`config.mk`:
```
export PLATFORM = sky130hd
export DESIGN_NAME = seg7_scan_display
export DESIGN_NICKNAME = d
export VERILOG_FILES = /design/src/rtl/seg7_pkg.sv /design/src/rtl/hex_to_seg7.sv /design/src/rtl/seg7_scan_display.sv
export SDC_FILE = /design/constraint.sdc
export NUM_CORES = 1
export LEC_CHECK = 0
export ABC_AREA = 1
export ABC_CLOCK_PERIOD_IN_PS = 3600
export CAP_MARGIN = 20
export CORE_MARGIN = 2
export CORE_UTILIZATION = 35
export CTS_CLUSTER_DIAMETER = 50
export DETAILED_ROUTE_END_ITERATION = 8
export PLACE_DENSITY = 0.62
export SYNTH_ARGS = -nofsm -noshare
export SYNTH_HDL_FRONTEND = slang
export SYNTH_SLANG_ARGS = --single-unit
```
`constraint.sdc`:
```
create_clock -name CLK100MHZ -period 3.6 [get_ports CLK100MHZ]
set_input_delay 0.36 -clock CLK100MHZ [delete_from_list [all_inputs] [get_ports CLK100MHZ]]
set_output_delay 0.36 -clock CLK100MHZ [all_outputs]
set_load 0.05 [all_outputs]
```
`src/rtl/seg7_pkg.sv`:
```
// Shared definitions for the scanned 7-segment display front end:
// load-mode encodings, the blank pattern and the active-low hex glyph set.
package seg7_pkg;

   typedef enum logic [1:0] {
      MODE_LOAD = 2'b00,
      MODE_ADD  = 2'b01,
      MODE_AND  = 2'b10,
      MODE_CLR  = 2'b11
   } mode_e;

   // All segments off on a common-anode bank.
   localparam logic [6:0] SEG_BLANK = 7'h7F;

   // Active-low {g,f,e,d,c,b,a} glyphs; entry n is the glyph for hex digit n.
   localparam logic [15:0][6:0] HEX_GLYPH = {
      7'h0E, 7'h06, 7'h21, 7'h46,   // F E d C
      7'h03, 7'h08, 7'h10, 7'h00,   // b A 9 8
      7'h78, 7'h02, 7'h12, 7'h19,   // 7 6 5 4
      7'h30, 7'h24, 7'h79, 7'h40    // 3 2 1 0
   };

endpackage

```
`src/rtl/hex_to_seg7.sv`:
```
// Combinational nibble to active-low 7-segment glyph decoder.
module hex_to_seg7
   import seg7_pkg::*;
(
   input  logic [3:0] nibble,
   output logic [6:0] seg
);

   assign seg = HEX_GLYPH[nibble];

endmodule

```
`src/rtl/seg7_scan_display.sv`:
```
// Time-multiplexed N-digit hex display with a switch-loaded value register.
// A load event (rising edge of LOAD) applies LOAD/ADD/AND/CLR to the value;
// a slot divider steps the scanned digit every DIV cycles. All outputs are
// registered and active-low.
// Optional build macro: LEADING_ZERO_BLANK_EN -- blanks digits above the
// most significant non-zero nibble (digit 0 is always shown).
module seg7_scan_display
   import seg7_pkg::*;
#(
   parameter int DIGITS   = 8,
   parameter int DIV      = 100000,
   parameter int DP_DIGIT = 0
)
(
   input  logic                  CLK100MHZ,
   input  logic                  CPU_RESETN,
   input  logic [1:0]            MODE,
   input  logic [4*DIGITS-1:0]   SW,
   input  logic                  LOAD,
   output logic [DIGITS-1:0]     AN,
   output logic [6:0]            C,
   output logic                  DP
);

   localparam int VW    = 4 * DIGITS;
   localparam int DIV_W = (DIV > 1) ? $clog2(DIV) : 1;
   localparam int IDX_W = (DIGITS > 1) ? $clog2(DIGITS) : 1;

   localparam logic [DIV_W-1:0] DIV_LAST = DIV_W'(DIV - 1);
   localparam logic [IDX_W-1:0] IDX_LAST = IDX_W'(DIGITS - 1);

   // A decimal point index outside the digit range never lights.
   localparam logic             DP_EN  = (DP_DIGIT >= 0) && (DP_DIGIT < DIGITS);
   localparam logic [IDX_W-1:0] DP_IDX = DP_EN ? IDX_W'(DP_DIGIT) : '0;

   logic [DIV_W-1:0]  divider;
   logic              tick;
   logic [IDX_W-1:0]  idx;
   logic              load_q;
   logic              load_evt;
   logic [VW-1:0]     value;
   logic [VW-1:0]     value_next;
   logic [3:0]        nibble;
   logic [6:0]        glyph;
   logic [DIGITS-1:0] an_sel;
   logic              blank;
   logic              dp_next;

   assign tick     = (divider == DIV_LAST);
   assign load_evt = LOAD & ~load_q;

   // Slot divider: free-running 0..DIV-1, tick on the last count.
   always_ff @(posedge CLK100MHZ or negedge CPU_RESETN) begin
      if (!CPU_RESETN)
         divider <= '0;
      else if (tick)
         divider <= '0;
      else
         divider <= divider + 1'b1;
   end

   // Scanned digit index advances once per slot and wraps after the last digit.
   always_ff @(posedge CLK100MHZ or negedge CPU_RESETN) begin
      if (!CPU_RESETN)
         idx <= '0;
      else if (tick) begin
         if (idx == IDX_LAST)
            idx <= '0;
         else
            idx <= idx + 1'b1;
      end
   end

   // Delayed copy of LOAD so a held level yields a single load event.
   always_ff @(posedge CLK100MHZ or negedge CPU_RESETN) begin
      if (!CPU_RESETN)
         load_q <= 1'b0;
      else
         load_q <= LOAD;
   end

   // Next value: MODE and SW only matter on the load event; ADD wraps.
   always_comb begin
      value_next = value;
      if (load_evt) begin
         case (MODE)
            MODE_LOAD: value_next = SW;
            MODE_ADD:  value_next = value + SW;
            MODE_AND:  value_next = value & SW;
            MODE_CLR:  value_next = '0;
            default:   value_next = value;
         endcase
      end
   end

   // Value register holds between loads.
   always_ff @(posedge CLK100MHZ or negedge CPU_RESETN) begin
      if (!CPU_RESETN)
         value <= '0;
      else
         value <= value_next;
   end

   // Select the nibble and one-hot (active-low) anode for the current digit.
   always_comb begin
      nibble = 4'h0;
      an_sel = '1;
      for (int i = 0; i < DIGITS; i++) begin
         if (idx == IDX_W'(i)) begin
            nibble    = value[4*i +: 4];
            an_sel[i] = 1'b0;
         end
      end
   end

   hex_to_seg7 u_hex_to_seg7 (
      .nibble (nibble),
      .seg    (glyph)
   );

`ifdef LEADING_ZERO_BLANK_EN
   // Blank a non-zero digit position when it and everything above it is zero.
   assign blank = (idx != '0) && ((value >> {idx, 2'b00}) == '0);
`else
   assign blank = 1'b0;
`endif

   assign dp_next = ~(DP_EN && (idx == DP_IDX));

   // Registered drive to the segment bank, one cycle behind idx/value.
   always_ff @(posedge CLK100MHZ or negedge CPU_RESETN) begin
      if (!CPU_RESETN) begin
         AN <= '1;
         C  <= SEG_BLANK;
         DP <= 1'b1;
      end else begin
         AN <= blank ? '1 : an_sel;
         C  <= blank ? SEG_BLANK : glyph;
         DP <= dp_next;
      end
   end

endmodule

```
==> results of run 1 <==
==> sequential cells by signal (all words and copies together) (netlist names) <==
signal	cells
C	7
AN	8
divider	17
value	32
idx	3
load_q	1
==> final cells by class <==
cell class                 count  area, um^2
clock buffer                  13         314
clock inverter                 3        21.3
fill                        1693        9100
inverter                      95         364
multi-input combinational    696        3580
sequential                    68        1720
tap                          216         270
timing repair buffer          58         573
==> worst max path at each step <==
stage               depth (start not counted)  slack [ps]  startpoint         to
floorplan                                  13        1540    value[0]  value[14]
global placement                           14         900       SW[0]  value[14]
detailed placement                         14         890       SW[0]  value[14]
CTS                                        16        1210      idx[2]       C[3]
global route                               11         980    value[0]  value[20]
finish                                     14        1220       SW[0]  value[14]
==> critical path, stage by stage <==
cell and delay, ps:
clkdlybuf4s50_1 420, ha_1 230, fa_1 470, nand2_1 90, nand3_1 70, nand3_1 80
nand2_1 130, nand3_1 100, nand2_1 100, or2_2 280, nand3_1 70, nand3_1 80
nand2_1 70, nand2_1 50
==> cells in the final DEF (no fill, tap or decap), drive strengths merged, types with 4 or more instances in the layout <==
cell type	n
dfstp	15
nand3b	5
clkbuf	13
dfrtp	53
a221oi	15
a21oi	68
inv	94
or2	10
o21ai	50
nor2	103
nand2	270
nand3	75
nor4	7
ha	43
clkdlybuf4s50	51
a22oi	5
buf	7
nor3	17
nand4	10
o21a	4
==> synthesized netlist by cell type (all sizes together), types with 3 or more instances <==
cell and instances:
o21ai 50, nor2 103, dfrtp 53, dfstp 15, or2 10, o21a 4, a41oi 3, a22oi 5
clkbuf 12, nand2 270, nand4 10, nor4 7, nor3 17, a21oi 68, a221oi 15, ha 43
nand3b 5, buf 4, nand3 75, inv 94, o21bai 3
==> logic make-up after synthesis <==
group | after synthesis | synth area share, %
XOR/XNOR | 1 | 0.152
buffers and inverters | 111 | 7.73
AO/OA/AOI/OAI | 153 | 15.3
flip-flops | 68 | 29.9
adder cells (fa/ha/maj) | 44 | 9.71
AND/OR/NAND/NOR | 498 | 37.2
==> stage by stage <==
step,utilization [%],hold WS [ps],setup slack [ps],cells
final,42.9,127,1220,1149
after global placement,40.8,480,901,1133
after CTS,42.9,168,1210,1149
after detailed placement,40.8,491,888,1133
after floorplan,-,64.4,1540,875
after global routing,42.9,207,980,1149
==> power groups by stage <==
stage | Sequential [uW] | Clock [uW] | Combinational (uW)
finish | 940 | 977 | 1170
global route | 950 | 1030 | 1310
CTS | 939 | 993 | 1150
detailed placement | 952 | 0 | 1150
global placement | 951 | 0 | 1150
floorplan | 1010 | 0 | 754
==> metal layers <==
layer	share of wire (%)	vias to the layer above
li1	-	3019
met1	47	2624
met2	45	190
met3	6.0	21
met4	2.0	0
met5	0	-
==> impl_metrics.yaml, run 1 <==
timing:
  rsz0062_at_grt: "false"
  slew_headroom_pct: 42.2
  finClkSkew_ps: 5.17
  fin_setup_tns_ps: 0
  fmax_mhz: 420
  tightestPinTransition_ps: 867
  period_share_pct: 66.1
  final_max_slew_viol_count: 0
  finalHoldViolations: 0
  layout_min_cycle_time_ps: 2380
  setup_viol: 0
pwr:
  switchingPower_uw: 1200
  p_int_uw: 1890
  seq_power_share_pct: 30.5
  vdd_ir_drop_max_v: 0.000230
  clkPwrFrac_pct: 31.7
  sw_frac_of_total_pct: 38.8
  finalPower_uw: 3080
  p_per_area_nw_per_um2: 451
  power_leakage_uw: 0.00330
  combPwrFrac_pct: 37.8
grt:
  gr-usage-met2_pct: 31.5
  grt_max_degree: 43
  grt.overflow.total: 0
  grt_use_met1_pct: 27.3
  grt.busiest_layer: "met2"
  grtUsageTotal_pct: 19.6
  grt_pass1_vias: 5579
  antenna_found_initial: 0
  use_met3_pct: 1.61
  grt_pass1_wl_um: 27700
cts:
  clk_pin_slew_ps: 60
  cts_tree: "done"
  clkSinkCount: 68
  cts.htree.levels: 3
  cts_root_buf: "clkbuf_16"
  cts-hold-fix-buffers: 0
  cts-buffers-inserted: 9
  cts_resized: 0
  clock_latency_ps: 340
  cts_setup_buffers: 0
  cts_buffer_depth: 2
worst_hold_path:
  hp-class: "primary input to async pin"
setup_path:
  end_kind: "flip-flop"
  rr_startpoint: "value[0]"
  reg2reg_depth: 13
  worst-path-max-fanout: 5
  crit_arrival_ps: 2610
  cp_data_required_time_ps: 3840
  start_kind: "primary input"
  worstSetupPathType: "primary input to flip-flop"
  reg2reg_setup_slack_ps: 1240
  worst_r2r_endpoint: "value[14]"
synth:
  synth.avg_cell_area_um2: 6.57
  synth_area_leader_cell: "dfrtp_1"
  yosysTopAreaCellShare_pct: 23.1
  synth_edf_count: 0
  synthFlopType: "dfrtp_1"
  yosys_warnings: 0
  synth_nets: 956
  ys_seq_area_share_pct: 29.9
  ys_top_cells_by_area: "dfrtp_1 23%, nand2_1 17%, ha_1 9.4%"
  synth_cell_type_count: 41
  async_reset_ff_share_pct: 100
  netlist_area_um2: 5750
  synth_cells: 875
  synth-seq-cells: 68
floorplanning:
  row_count: 46
  core_um2: 15900
  start_util_pct: 36.0
  ioPinCount: 53
  die_area_um2: 17500
  die_x_um: 132
  die_y_um: 132
route:
  detail_route.wl_per_cell_um: 14.4
  drtAntennaViolNets: 0
  dr.pass1.iters: 5
  drc: 0
  vias: 5854
  first_iter_violations: 544
  routed_wl_um: 16500
  via_per_inst: 5.09
finish:
  drive_gt1_share_pct: 7.07
  num-nets-final: 1009
  diodes: 0
  postLayoutCellArea_um2: 6840
  syn2layout_area_growth_pct: 19.1
placed_design:
  placed_cell_area_um2: 6510
  finalWeightedCongestion: 0.929
  io_buffers: 52
  dp_hpwl_um: 12900
job:
  cap_violations: 0
run_status:
  status: "completed"
No activity file was read; power rests on OpenSTA's default activity.
==> run 2, diff against run 1 <==
--- a/config.mk
+++ b/config.mk
@@ -6,7 +6,7 @@
 export NUM_CORES = 1
 export LEC_CHECK = 0
 export ABC_AREA = 1
-export ABC_CLOCK_PERIOD_IN_PS = 3600
+export ABC_CLOCK_PERIOD_IN_PS = 2200
 export CAP_MARGIN = 20
 export CORE_MARGIN = 2
 export CORE_UTILIZATION = 35
==> constraint.sdc (replaced) <==
create_clock -name CLK100MHZ -period 2.2 [get_ports CLK100MHZ]
set_input_delay 0.22 -clock CLK100MHZ [delete_from_list [all_inputs] [get_ports CLK100MHZ]]
set_output_delay 0.22 -clock CLK100MHZ [all_outputs]
set_load 0.05 [all_outputs]
==> impl_metrics.yaml, run 2 (same netlist as run 1, synthesis figures left out) <==
run_status:
  status: "completed"
grt:
  grt_use_met1_pct: 29.0
  grt_pass1_wl_um: 29200
  grt_pass1_vias: 5800
  grt.overflow.total: 0
  grt_max_degree: 43
  use_met3_pct: 2.35
  gr-usage-met2_pct: 34.1
  grtUsageTotal_pct: 20.8
  antenna_found_initial: 0
  grt.busiest_layer: "met2"
cts:
  clock_latency_ps: 350
  cts-buffers-inserted: 9
  clkSinkCount: 68
  cts.htree.levels: 3
  clk_pin_slew_ps: 70
  cts_tree: "done"
  cts_buffer_depth: 2
  cts_root_buf: "clkbuf_16"
finish:
  multi_input_area_um2: 4030
  num-nets-final: 1105
  drive_gt1_share_pct: 23.1
  top_register: "value"
  ff_latch_area_um2: 1720
  diodes: 0
  final_cell_mix: "248 x nand2_1, 95 x nor2_1, 93 x buf_4, 80 x inv_1, 64 x nand3_1"
  final_common_cell: "nand2_1"
  post-route-util_pct: 50.3
  largest_reg_flops: 32
  fill_cells: 1561
  syn2layout_area_growth_pct: 39.7
  top_regs: "value (32), divider (17), AN (8)"
setup_path:
  rr_startpoint: "value[15]"
  end_kind: "flip-flop"
  reg2reg_depth: 12
  worst_r2r_endpoint: "value[25]"
  crit_start: "value[15]"
  worst-path-max-fanout: 6
  cp_data_required_time_ps: 2430
  start_kind: "flip-flop"
  crit_arrival_ps: 2350
  worstSetupPathType: "flip-flop to flip-flop"
  reg2reg_setup_slack_ps: 90
floorplanning:
  die_y_um: 132
  start_util_pct: 36.0
  row_count: 46
  die_area_um2: 17500
  core_um2: 15900
  ioPinCount: 53
  die_x_um: 132
route:
  drtAntennaViolNets: 0
  routed_wl_um: 18400
  drc: 0
  detail_route.wl_per_cell_um: 14.8
  dr.pass1.iters: 5
  vias: 6416
  via_per_inst: 5.15
  first_iter_violations: 471
pwr:
  p_per_area_nw_per_um2: 704
  power_leakage_uw: 0.00378
  finalPower_uw: 5650
  vdd_ir_drop_max_v: 0.000404
timing:
  layout_min_cycle_time_ps: 2110
  fmax_mhz: 474
  final_max_slew_viol_count: 0
  fin_setup_tns_ps: 0
  finClkSkew_ps: 15.1
  rsz0062_at_grt: "true"
  setup_viol: 0
  finalHoldViolations: 0
  period_share_pct: 96.0
  slew_headroom_pct: 65.0
  tightestPinTransition_ps: 524
job:
  cap_violations: 0
placed_design:
  io_buffers: 52
  dp_hpwl_um: 14100
  finalWeightedCongestion: 0.965
worst_hold_path:
  hp-class: "primary input to async pin"
-- run 2: worst max-delay path: stages (launching register included) --
cell and delay [ps]:
dfrtp_1 440, ha_4 320, nand2_1 120, nor2_1 170, inv_1 110, nor4_1 240, nand2_1 160, nand3_1 100
nand2_1 50, nand3_1 110, nand2_1 60, nand2_1 70, nand2_1 50
-- run 2: stage by stage --
| stage | area (um^2) | setup WS (ps) | std cells | hold WS [ps] |
|---|---|---|---|---|
| 6_report | 8030 | 88.1 | 1245 | 345 |
| 3_5_place_dp | 7180 | -253 | 1221 | 173 |
| 2_1_floorplan | 5750 | 142 | 875 | -75.6 |
| 4_1_cts | 7590 | 0.708 | 1241 | 341 |
| 3_3_place_gp | 7180 | -207 | 1221 | 173 |
| 5_1_grt | 8030 | -63.8 | 1245 | 366 |
-- run 2: how the worst max path moves through the flow --
| stage | to | slack [ps] | cells past startpoint |
|---|---|---|---|
| after detailed placement | value[20] | -250 | 12 |
| after global placement | value[31] | -210 | 15 |
| after CTS | value[16] | 0.7 | 12 |
| after global routing | C[3] | -60 | 19 |
| after floorplan | value[14] | 140 | 13 |
| final | value[25] | 90 | 12 |
-- run 2: repair_timing --
action / in CTS / in global routing
resized for setup: 19 / 89
hold endpoints to repair: 10 / 0
cloned: 0 / 1
buffers inserted: 3 / 3
hold buffers: 1 / 0
pin swaps: 4 / 34
setup endpoints to repair: 8 / 28
-- run 2: final cells by class --
| class | count | share of cell area (%) |
|---|---|---|
| Multi-Input combinational cell | 697 | 50.2 |
| Sequential cell | 68 | 21.5 |
| Timing Repair Buffer | 153 | 16.4 |
| Inverter | 95 | 4.69 |
| Tap cell | 216 | 3.37 |
| Clock buffer | 13 | 3.24 |
| Clock inverter | 3 | 0.561 |
-- run 2: layer usage --
metal	wire length [um]	share of wire [%]
met1	8500	46
met4	249	1.4
met3	988	5.4
met2	8680	47
met5	0	0
-- run 2: power breakdown --
part / total [uW] / internal (uW) / switching, uW
Combinational: 2570 / 1130 / 1430
Clock: 1530 / 942 / 589
Sequential: 1550 / 1420 / 138
Total: 5650 / 3490 / 2160
==> run 3, diff against run 2 <==
--- a/config.mk
+++ b/config.mk
@@ -8,11 +8,13 @@
 export ABC_AREA = 1
 export ABC_CLOCK_PERIOD_IN_PS = 2200
 export CAP_MARGIN = 20
+export CELL_PAD_IN_SITES_DETAIL_PLACEMENT = 0
+export CELL_PAD_IN_SITES_GLOBAL_PLACEMENT = 1
 export CORE_MARGIN = 2
 export CORE_UTILIZATION = 35
 export CTS_CLUSTER_DIAMETER = 50
 export DETAILED_ROUTE_END_ITERATION = 8
-export PLACE_DENSITY = 0.62
+export PLACE_DENSITY = 0.79
 export SYNTH_ARGS = -nofsm -noshare
 export SYNTH_HDL_FRONTEND = slang
 export SYNTH_SLANG_ARGS = --single-unit
==> impl_metrics.yaml, run 3 (same netlist as run 1, synthesis figures left out) <==
setup_path:
  crit_arrival_ps: 2470
  end_kind: "flip-flop"
  worst-path-max-fanout: 4
  worstSetupPathType: "flip-flop to flip-flop"
  start_kind: "flip-flop"
  cp_data_required_time_ps: 2470
grt:
  grtUsageTotal_pct: 21.6
  grt_max_degree: 43
  grt_pass1_wl_um: 30300
  antenna_found_initial: 0
  grt.overflow.total: 0
  grt_pass1_vias: 5967
floorplanning:
  core_um2: 15900
  row_count: 46
  die_area_um2: 17500
  ioPinCount: 53
  start_util_pct: 36.0
  die_y_um: 132
  die_x_um: 132
route:
  dr.pass1.iters: 5
  drc: 0
  drtAntennaViolNets: 0
  via_per_inst: 5.07
  routed_wl_um: 19100
  detail_route.wl_per_cell_um: 15.0
  vias: 6451
  first_iter_violations: 416
cts:
  clock_latency_ps: 350
  cts_root_buf: "clkbuf_16"
  clkSinkCount: 68
  cts_tree: "done"
  cts.htree.levels: 3
  cts_buffer_depth: 2
  clk_pin_slew_ps: 70
  cts-buffers-inserted: 9
timing:
  fin_setup_tns_ps: 0
  tightestPinTransition_ps: 636
  layout_min_cycle_time_ps: 2200
  final_max_slew_viol_count: 0
  finClkSkew_ps: 12.3
  period_share_pct: 99.9
  fmax_mhz: 455
  rsz0062_at_grt: "true"
  slew_headroom_pct: 57.6
  setup_viol: 0
  finalHoldViolations: 0
  whs_ps: 331
run_status:
  status: "completed"
finish:
  syn2layout_area_growth_pct: 42.5
  top_regs: "value (32), divider (17), AN (8)"
  top_register: "value"
  postLayoutCellArea_um2: 8190
  final_cells: 1272
  final_cell_mix: "251 x nand2_1, 122 x buf_4, 95 x nor2_1, 79 x inv_1, 65 x nand3_1"
  post-route-util_pct: 51.3
  drive_gt1_share_pct: 25.2
  largest_reg_flops: 32
  final_common_cell: "nand2_1"
  multi_input_area_um2: 3990
  diodes: 0
  num-nets-final: 1132
  ff_latch_area_um2: 1720
  fill_cells: 1605
pwr:
  vdd_ir_drop_max_v: 0.000366
  p_per_area_nw_per_um2: 710
  power_leakage_uw: 0.00390
placed_design:
  place_inst: 1245
  placed_cell_area_um2: 7370
  io_buffers: 52
  finalWeightedCongestion: 0.915
  dp_hpwl_um: 14500
job:
  cap_violations: 0
worst_hold_path:
  hp-class: "primary input to flip-flop"
-- run 3: cell count changes in the layout (fill, tap and decap cells not counted), sizes merged --
cell,delta
buf,+27
clkinv,+1
clkbuf,-2
inv,+1
-- run 3: timing repair --
item	in CTS	in global routing
buffers inserted	3	6
pin swaps	3	33
endpoints found under the setup margin	8	29
hold endpoints to repair	19	0
hold buffers	1	0
gates cloned	0	1
resized for setup	13	90
-- run 3: critical path, stage by stage (launching register included) --
cell,delay (ps)
dfrtp_1,440
inv_2,130
ha_4,150
inv_2,40
nor2_4,120
nand3_2,90
nand2_2,70
nand2_1,60
nand2_1,50
nand2_1,50
nand2_1,70
nand2_1,60
nand2_1,70
nand2_2,70
nand2_4,120
inv_4,60
ha_4,270
nand2_1,50
nand3_1,90
nand2_1,60
-- run 3: metal layers --
metal | global-route usage [%] | routed length, um | vias to the layer above
met3 | 1.96 | 886 | 23
met4 | 6.40 | 387 | 0
li1 | - | - | 3278
met1 | 29.8 | 8890 | 2962
met5 | 0 | 0 | -
met2 | 35.8 | 8960 | 188
-- run 3: worst paths after layout --
check / from / endpoint / slack [ps] / cells past startpoint
worst min-delay path: LOAD / load_q / 330 / 1
worst max register to register: idx[0] / C[3] / 3 / 19
worst max-delay path: idx[0] / C[3] / 3 / 19
worst min register to register: divider[0] / divider[0] / 500 / 1
min in group asynchronous: CPU_RESETN / idx[2] / 430 / 2
max in group asynchronous: CPU_RESETN / C[2] / 1000 / 3
-- run 3: power by group --
group | total [uW] | leakage [uW] | switching (uW) | internal, uW
registers | 1530 | 0.000819 | 115 | 1410
logic | 2700 | 0.00293 | 1490 | 1210
clock network | 1590 | 0.000148 | 643 | 944
-- run 3: per-stage QoR --
step	power, uW	setup WS, ps
after floorplan	2880	142
after global placement	3930	-254
after detailed placement	3940	-258
after CTS	5540	-2.23
after global routing	6160	-120
final	5810	3.29
-- run 3: area by class of cell --
class,instances,area share [%]
repair buffers,180,18.6
flip-flops and latches,68,21.0
inverters,95,4.54
clock inverters,5,0.718
multi-input cells,697,48.7
clock buffers,11,3.09
well taps,216,3.30
